--- config.mk ---
export PLATFORM = sky130hd
export DESIGN_NAME = fetch_top
export DESIGN_NICKNAME = d
export VERILOG_FILES = /design/src/rtl/fetch_top_pkg.sv /design/src/rtl/fetch_top_icache_array.sv /design/src/rtl/fetch_top.sv
export SDC_FILE = /design/constraint.sdc
export NUM_CORES = 1
export LEC_CHECK = 0
export ABC_AREA = 1
export CORE_MARGIN = 3
export CORE_UTILIZATION = 52
export DETAILED_ROUTE_END_ITERATION = 7
export PLACE_DENSITY = 0.82
export RECOVER_POWER = 100
export SYNTH_ARGS = -nofsm -noshare
export SYNTH_HDL_FRONTEND = slang
export SYNTH_SLANG_ARGS = --single-unit
--- constraint.sdc ---
create_clock -name clock -period 8.3 [get_ports clock]
set_input_delay 0.83 -clock clock [delete_from_list [all_inputs] [get_ports clock]]
set_output_delay 0.83 -clock clock [all_outputs]
set_load 0.05 [all_outputs]
--- src/rtl/fetch_top_pkg.sv ---
// Shared fetch-stage types and default constants.
package fetch_top_pkg;

  localparam int unsigned PC_WIDTH    = 32;
  localparam int unsigned INSTR_WIDTH = 32;
  localparam logic [31:0] BOOT_PC     = 32'h0000_1000;
  localparam logic [31:0] XCPT_PC     = 32'h0000_2000;
  localparam int unsigned IC_LINES    = 4;
  localparam int unsigned LINE_BYTES  = 16;
  localparam int unsigned LINE_BITS   = 8 * LINE_BYTES;

  // Address field ranges: [TAG_MSB:TAG_LSB] tag, [IDX_MSB:OFF_BITS] index, [OFF_BITS-1:0] offset
  localparam int unsigned OFF_BITS = $clog2(LINE_BYTES);
  localparam int unsigned IDX_BITS = $clog2(IC_LINES);
  localparam int unsigned IDX_MSB  = OFF_BITS + IDX_BITS - 1;
  localparam int unsigned TAG_LSB  = OFF_BITS + IDX_BITS;
  localparam int unsigned TAG_MSB  = PC_WIDTH - 1;

  typedef struct packed {
    logic                xcpt_misaligned;
    logic [PC_WIDTH-1:0] xcpt_pc;
  } fetch_xcpt_t;

  typedef enum logic [1:0] {
    IDLE,
    MISS_REQ,
    MISS_WAIT
  } fetch_state_t;

endpackage

--- src/rtl/fetch_top_icache_array.sv ---
// Direct-mapped instruction cache storage: tag, valid and line data.
module icache_array #(
  parameter int unsigned IC_LINES   = 4,
  parameter int unsigned INDEX_BITS = 2,
  parameter int unsigned TAG_BITS   = 26,
  parameter int unsigned LINE_BITS  = 128
) (
  input  logic                  clock,
  input  logic                  reset,
  input  logic [INDEX_BITS-1:0] rd_index,
  output logic                  rd_valid,
  output logic [TAG_BITS-1:0]   rd_tag,
  output logic [LINE_BITS-1:0]  rd_data,
  input  logic                  wr_en,
  input  logic [INDEX_BITS-1:0] wr_index,
  input  logic [TAG_BITS-1:0]   wr_tag,
  input  logic [LINE_BITS-1:0]  wr_data
);

  logic [IC_LINES-1:0]  valid_q;
  logic [TAG_BITS-1:0]  tag_q  [IC_LINES];
  logic [LINE_BITS-1:0] data_q [IC_LINES];

  // Valid bits: cleared asynchronously on reset, set by a line fill
  always_ff @(posedge clock or negedge reset) begin
    if (!reset) begin
      valid_q <= '0;
    end else if (wr_en) begin
      valid_q[wr_index] <= 1'b1;
    end
  end

  // Tag and data storage: written on fill, no reset needed behind valid
  always_ff @(posedge clock) begin
    if (wr_en) begin
      tag_q[wr_index]  <= wr_tag;
      data_q[wr_index] <= wr_data;
    end
  end

  assign rd_valid = valid_q[rd_index];
  assign rd_tag   = tag_q[rd_index];
  assign rd_data  = data_q[rd_index];

endmodule

--- src/rtl/fetch_top.sv ---
// Instruction fetch stage: PC, direct-mapped I-cache lookup, miss refill, redirects.
module fetch_top #(
  parameter logic [31:0] BOOT_PC     = fetch_top_pkg::BOOT_PC,
  parameter logic [31:0] XCPT_PC     = fetch_top_pkg::XCPT_PC,
  parameter int unsigned IC_LINES    = fetch_top_pkg::IC_LINES,
  parameter int unsigned LINE_BYTES  = fetch_top_pkg::LINE_BYTES,
  parameter int unsigned PC_WIDTH    = fetch_top_pkg::PC_WIDTH,
  parameter int unsigned INSTR_WIDTH = fetch_top_pkg::INSTR_WIDTH
) (
  input  logic                      clock,
  input  logic                      reset,
  input  logic                      stall_fetch,
  input  logic                      branch_valid,
  input  logic [PC_WIDTH-1:0]       branch_pc,
  input  logic                      xcpt_redirect_valid,
  output logic                      mem_req_valid,
  input  logic                      mem_req_ready,
  output logic [PC_WIDTH-1:0]       mem_req_addr,
  input  logic                      mem_rsp_valid,
  input  logic [8*LINE_BYTES-1:0]   mem_rsp_data,
  output logic                      fetch_instr_valid,
  output logic [INSTR_WIDTH-1:0]    fetch_instr_data,
  output logic [PC_WIDTH-1:0]       fetch_instr_pc,
  output fetch_top_pkg::fetch_xcpt_t xcpt_fetch_out
);

  import fetch_top_pkg::*;

  localparam int unsigned LB_BITS   = 8 * LINE_BYTES;
  localparam int unsigned O_BITS    = $clog2(LINE_BYTES);
  localparam int unsigned I_BITS    = $clog2(IC_LINES);
  localparam int unsigned T_LSB     = O_BITS + I_BITS;
  localparam int unsigned T_BITS    = PC_WIDTH - T_LSB;
  localparam int unsigned WORD_BITS = O_BITS - 2;

  fetch_state_t               state;
  logic [PC_WIDTH-1:0]        pc_ff;

  logic [I_BITS-1:0]          lu_index;
  logic [T_BITS-1:0]          lu_tag;
  logic                       rd_valid;
  logic [T_BITS-1:0]          rd_tag;
  logic [LB_BITS-1:0]         rd_data;
  logic [INSTR_WIDTH-1:0]     rd_word;
  logic                       hit;
  logic                       misaligned;
  logic                       redirect;
  logic [PC_WIDTH-1:0]        redirect_pc;
  logic [PC_WIDTH-1:0]        line_base;
  logic                       fill_en;

  assign lu_index    = pc_ff[T_LSB-1:O_BITS];
  assign lu_tag      = pc_ff[PC_WIDTH-1:T_LSB];
  assign hit         = rd_valid && (rd_tag == lu_tag);
  assign misaligned  = (pc_ff[1:0] != 2'b00);
  assign redirect    = xcpt_redirect_valid || branch_valid;
  assign redirect_pc = xcpt_redirect_valid ? PC_WIDTH'(XCPT_PC) : branch_pc;
  assign line_base   = {pc_ff[PC_WIDTH-1:O_BITS], {O_BITS{1'b0}}};
  assign fill_en     = (state == MISS_WAIT) && mem_rsp_valid;

  generate
    if (WORD_BITS == 0) begin : g_one_word
      assign rd_word = rd_data[INSTR_WIDTH-1:0];
    end else begin : g_word_sel
      assign rd_word = rd_data[pc_ff[O_BITS-1:2]*INSTR_WIDTH +: INSTR_WIDTH];
    end
  endgenerate

  // The fill targets the line recorded in mem_req_addr, since pc_ff may
  // have been redirected while the refill was outstanding.
  icache_array #(
    .IC_LINES  (IC_LINES),
    .INDEX_BITS(I_BITS),
    .TAG_BITS  (T_BITS),
    .LINE_BITS (LB_BITS)
  ) u_icache_array (
    .clock   (clock),
    .reset   (reset),
    .rd_index(lu_index),
    .rd_valid(rd_valid),
    .rd_tag  (rd_tag),
    .rd_data (rd_data),
    .wr_en   (fill_en),
    .wr_index(mem_req_addr[T_LSB-1:O_BITS]),
    .wr_tag  (mem_req_addr[PC_WIDTH-1:T_LSB]),
    .wr_data (mem_rsp_data)
  );

  // Fetch FSM: PC update, registered decode outputs and refill handshake
  always_ff @(posedge clock or negedge reset) begin
    if (!reset) begin
      state             <= IDLE;
      pc_ff             <= PC_WIDTH'(BOOT_PC);
      fetch_instr_valid <= 1'b0;
      fetch_instr_data  <= '0;
      fetch_instr_pc    <= '0;
      xcpt_fetch_out    <= '0;
      mem_req_valid     <= 1'b0;
      mem_req_addr      <= '0;
    end else begin
      case (state)
        IDLE: begin
          if (redirect) begin
            pc_ff             <= redirect_pc;
            fetch_instr_valid <= 1'b0;
            xcpt_fetch_out    <= '0;
          end else if (!stall_fetch) begin
            if (misaligned) begin
              fetch_instr_valid              <= 1'b1;
              fetch_instr_pc                 <= pc_ff;
              xcpt_fetch_out.xcpt_misaligned <= 1'b1;
              xcpt_fetch_out.xcpt_pc         <= pc_ff;
            end else if (hit) begin
              fetch_instr_valid <= 1'b1;
              fetch_instr_data  <= rd_word;
              fetch_instr_pc    <= pc_ff;
              xcpt_fetch_out    <= '0;
              pc_ff             <= pc_ff + PC_WIDTH'(4);
            end else begin
              fetch_instr_valid <= 1'b0;
              mem_req_valid     <= 1'b1;
              mem_req_addr      <= line_base;
              state             <= MISS_REQ;
            end
          end
        end
        MISS_REQ: begin
          if (mem_req_ready) begin
            mem_req_valid <= 1'b0;
            state         <= MISS_WAIT;
          end
          // A redirect abandons the request only if it was not accepted this cycle
          if (redirect) begin
            pc_ff             <= redirect_pc;
            fetch_instr_valid <= 1'b0;
            xcpt_fetch_out    <= '0;
            if (!mem_req_ready) begin
              mem_req_valid <= 1'b0;
              state         <= IDLE;
            end
          end
        end
        MISS_WAIT: begin
          if (redirect) begin
            pc_ff             <= redirect_pc;
            fetch_instr_valid <= 1'b0;
            xcpt_fetch_out    <= '0;
          end
          if (mem_rsp_valid) begin
            state <= IDLE;
          end
        end
        default: state <= IDLE;
      endcase
    end
  end

endmodule

==> summary.md <==
| Metric | Value |
|---|---|
| Layout cell share with drive strength beyond 1 | `0.0543` |
| Fin crit period | `6250 ps` |
| Number of synthesized flops with an enable pin | `616` |
| Buffers on Ports | `293` |
| Die Wd | `254 um` |
| Count of different cell masters after synthesis | `47` |
| Nets | `3143` |
| Max Fclk | `160 MHz` |
| Failing checks | `capacitance limit, slew limit` |
| Yosys Warn Count | `0` |
| Critical path capture point type | `flip-flop` |
| R2R depth | `6` |
| Synth Area in Simple Gates | `0.134` |
| Reg-to-reg startpoint | `state[0]` |
| Post-CTS Resized | `0` |
| Clk buf depth | `3` |
| Post-DRT Antenna Nets | `0` |
| CTS sink cnt | `781` |
| H-tree depth | `3` |
| Syn Inst Count | `2753` |
| Max-slew violation count | `753` |
| Post-CTS Setup Bufs | `0` |
| Post-Synth Adder-Cell Area | `0.00196` |
| Placer Congestion | `0.856` |
| Syn-to-layout area delta | `18.4%` |
| Die area | `64500 um2` |
| CTS tree | `built` |
| Status | `complete, but fails checks` |
| Kind of critical path | `flip-flop to flip-flop` |
| Max Cap Viol | `14` |
| Total CTS buffers | `79` |
| Terminus of the critical flop-to-flop path | `u_icache_array.data_q[0][10]` |
| IO Pins | `298` |
| Seq/Total Area, Yosys | `0.707` |
| Effective utilization at floorplan | `0.528` |
| Clock transition at path regs | `60 ps` |
| Iteration-0 DRC Markers | `2826` |
| Post-synthesis async set-or-reset flop share | `0.211` |
| Post-cts hold buffer count | `0` |
| Total vias in the final route | `23.2k` |
| CP max FO | `48` |
| Reg2reg setup slack | `2050 ps` |
| Compound-Gate Fraction of Synth Area | `0.110` |
| Die height | `254 um` |
| Setup repair after global routing missed its margin | `no` |
| Pwr Density | `337 nW/um2` |
| Largest family of logic cells by synthesized area | `simple AND/OR/NAND/NOR gates` |
| HPWL after DPL | `53000 um` |
| Peak supply drop | `0.258 mV` |
| Clk_lat worst skew | `640 ps` |
| Fraction of synthesized area in multiplexers | `0` |
| Worst Setup Start Kind | `flip-flop` |
| Final hold violations | `0` |
| WP data required | `8480 ps` |
| Primary FF master, synth | `edfxtp_1` |
| Pleak | `0.0139 uW` |
| Synthesized cell area | `32000 um2` |
| Critical Path AT | `6430 ps` |
| Synth Area in XOR/XNOR | `0.00383` |
| Initial antenna violation count | `28` |
| Tcrit/Tclk final | `0.753` |
| DRC violations left | `0` |
| First-pass GRT wire length | `132000 um` |
| Final Skew | `42.8 ps` |
| Largest net degree at the start of global routing | `205` |
| Syn Area/Cell | `11.6 um2` |
| FILL cells | `4434` |
| Core Region | `60600 um2` |
| TritonRoute pass-1 iters | `6` |
| Final wirelength | `88300 um` |
| Overflow after GRT | `0` |
| Tot Pwr | `12800 uW` |
| Via-to-Cell Ratio | `6.04` |
| Overall Global Routing Usage | `0.271` |
| Root buffer selected by CTS | `clkbuf_16` |
| Row count | `90` |
| WL/cell | `23.0 um` |
| Post-layout util | `0.625` |
| Slew HR | `-2.00` |
| Vias in the first global route | `22.7k` |
| Least-Margin Pin Slew | `4500 ps` |
| Final setup violating endpoints | `0` |
| Hold Crit Class | `input pin to asynchronous set/reset pin` |
| Final sum of negative setup slack | `0 ps` |
| Yosys reg bits | `781` |
## power by group
part / switching (uW) / total, uW / leakage (uW) / internal [uW]
clock: 1520 / 3530 / 0.00126 / 2010
combinational: 2980 / 4110 / 0.00501 / 1130
sequential: 483 / 5130 / 0.00759 / 4650
## worst max-delay path by stage
stage / depth (start not counted) / start / slack, ps / end
finish: 6 / state[0] / 2050 / u_icache_array.data_q[0][10]
global route: 6 / state[0] / 1690 / u_icache_array.data_q[0][85]
CTS: 14 / pc_ff[5] / 3570 / fetch_instr_pc[28]
detailed placement: 14 / pc_ff[5] / 3570 / fetch_instr_pc[28]
global placement: 14 / pc_ff[5] / 3680 / fetch_instr_pc[31]
floorplan: 2 / mem_rsp_valid / 240 / u_icache_array.data_q[3][0]
## metrics by stage
| stage | std cells | setup slack [ps] | hold slack [ps] | instance area [um2] |
|---|---|---|---|---|
| finish | 3836 | 2050 | 346 | 37900 |
| global route | 3829 | 1690 | 389 | 37900 |
| CTS | 3819 | 3570 | 358 | 37900 |
| detailed placement | 3672 | 3570 | 450 | 35300 |
| global placement | 3672 | 3680 | 438 | 35300 |
| floorplan | 2756 | 241 | 427 | 32000 |
## critical path: stages (launching register included)
cell and delay, ps:
dfrtp_1 420, inv_1 120, ha_1 180, nand2_1 240, nor2_1 930, clkbuf_1 1530, clkbuf_1 2300
## per-layer routing
| layer | track usage | routed length [um] | share of wire |
|---|---|---|---|
| met3 | 0.0491 | 7910 | 0.089 |
| met5 | 0 | 70 | 0.00079 |
| met1 | 0.346 | 32500 | 0.37 |
| met4 | 0.126 | 4110 | 0.047 |
| met2 | 0.452 | 43800 | 0.50 |
## Yosys cell counts, types with 2 or more instances
library cell,count,share of area
buf_6,8,0.0028
inv_1,126,0.015
clkbuf_1,122,0.014
nand3_2,3,0.00094
nand4_1,39,0.0076
nor4_1,3,0.00059
nor2_2,4,0.00078
a31oi_1,2,0.00039
inv_2,2,0.00023
dfrtp_1,164,0.13
nand3_1,174,0.027
nand3b_1,3,0.00070
o22ai_1,17,0.0033
edfxtp_1,616,0.58
buf_2,32,0.0050
clkbuf_2,2,0.00031
xor2_1,13,0.0036
a21oi_1,47,0.0074
a211oi_1,2,0.00047
buf_1,10,0.0012
nor3_1,10,0.0016
nor3_2,2,0.00063
a22o_1,2,0.00055
buf_4,12,0.0028
nand2_1,518,0.061
o21ai_0,362,0.057
nand2_2,2,0.00039
ha_1,5,0.0020
clkinv_1,4,0.00047
a31o_2,7,0.0019
a32o_1,17,0.0053
o21ai_1,33,0.0052
o221ai_1,100,0.027
nor2_1,277,0.033
## layout by cell type, fill, tap and decap left out, types with 19 or more instances in the layout
master / instances
dfrtp_1: 162
o221ai_1: 100
edfxtp_1: 616
clkdlybuf4s50_1: 37
clkinv_2: 19
dlygate4sd3_1: 255
nor2_1: 278
inv_1: 126
o21ai_0: 394
clkbuf_16: 81
nand4_1: 39
nand3_1: 175
nand2_1: 519
clkbuf_1: 22
a21oi_1: 47
## area by class of cell
type                    count  area [um2]  area share
diodes                     17        42.5     0.00112
clock buffers              95        2080      0.0549
clock inverters            52         518      0.0137
inverters                 133         509      0.0134
multi-input cells        1656        8010       0.212
flip-flops and latches    781       22600       0.598
well taps                 782         978      0.0258
repair buffers            320        3100      0.0819
## kinds of logic (layout without fill, tap and decap cells)
kind of cell / after synthesis / count (layout)
adders and majority gates: 5 / 5
and+or+nand+nor: 1037 / 1037
other: 1 / 21
buffers and inverters: 319 / 600
xor gates and xnor gates: 14 / 14
DFF: 781 / 781
AOI/OAI and AO/OA: 596 / 596
## sequential cells by signal, summed over array words and instances (netlist names), 4 cells and up
name,count
u_icache_array.data_q,512
u_icache_array.tag_q,104
xcpt_fetch_out,33
fetch_instr_data,32
fetch_instr_pc,32
pc_ff,32
mem_req_addr,28
u_icache_array.valid_q,4
(Power assumes the default switching activity.)
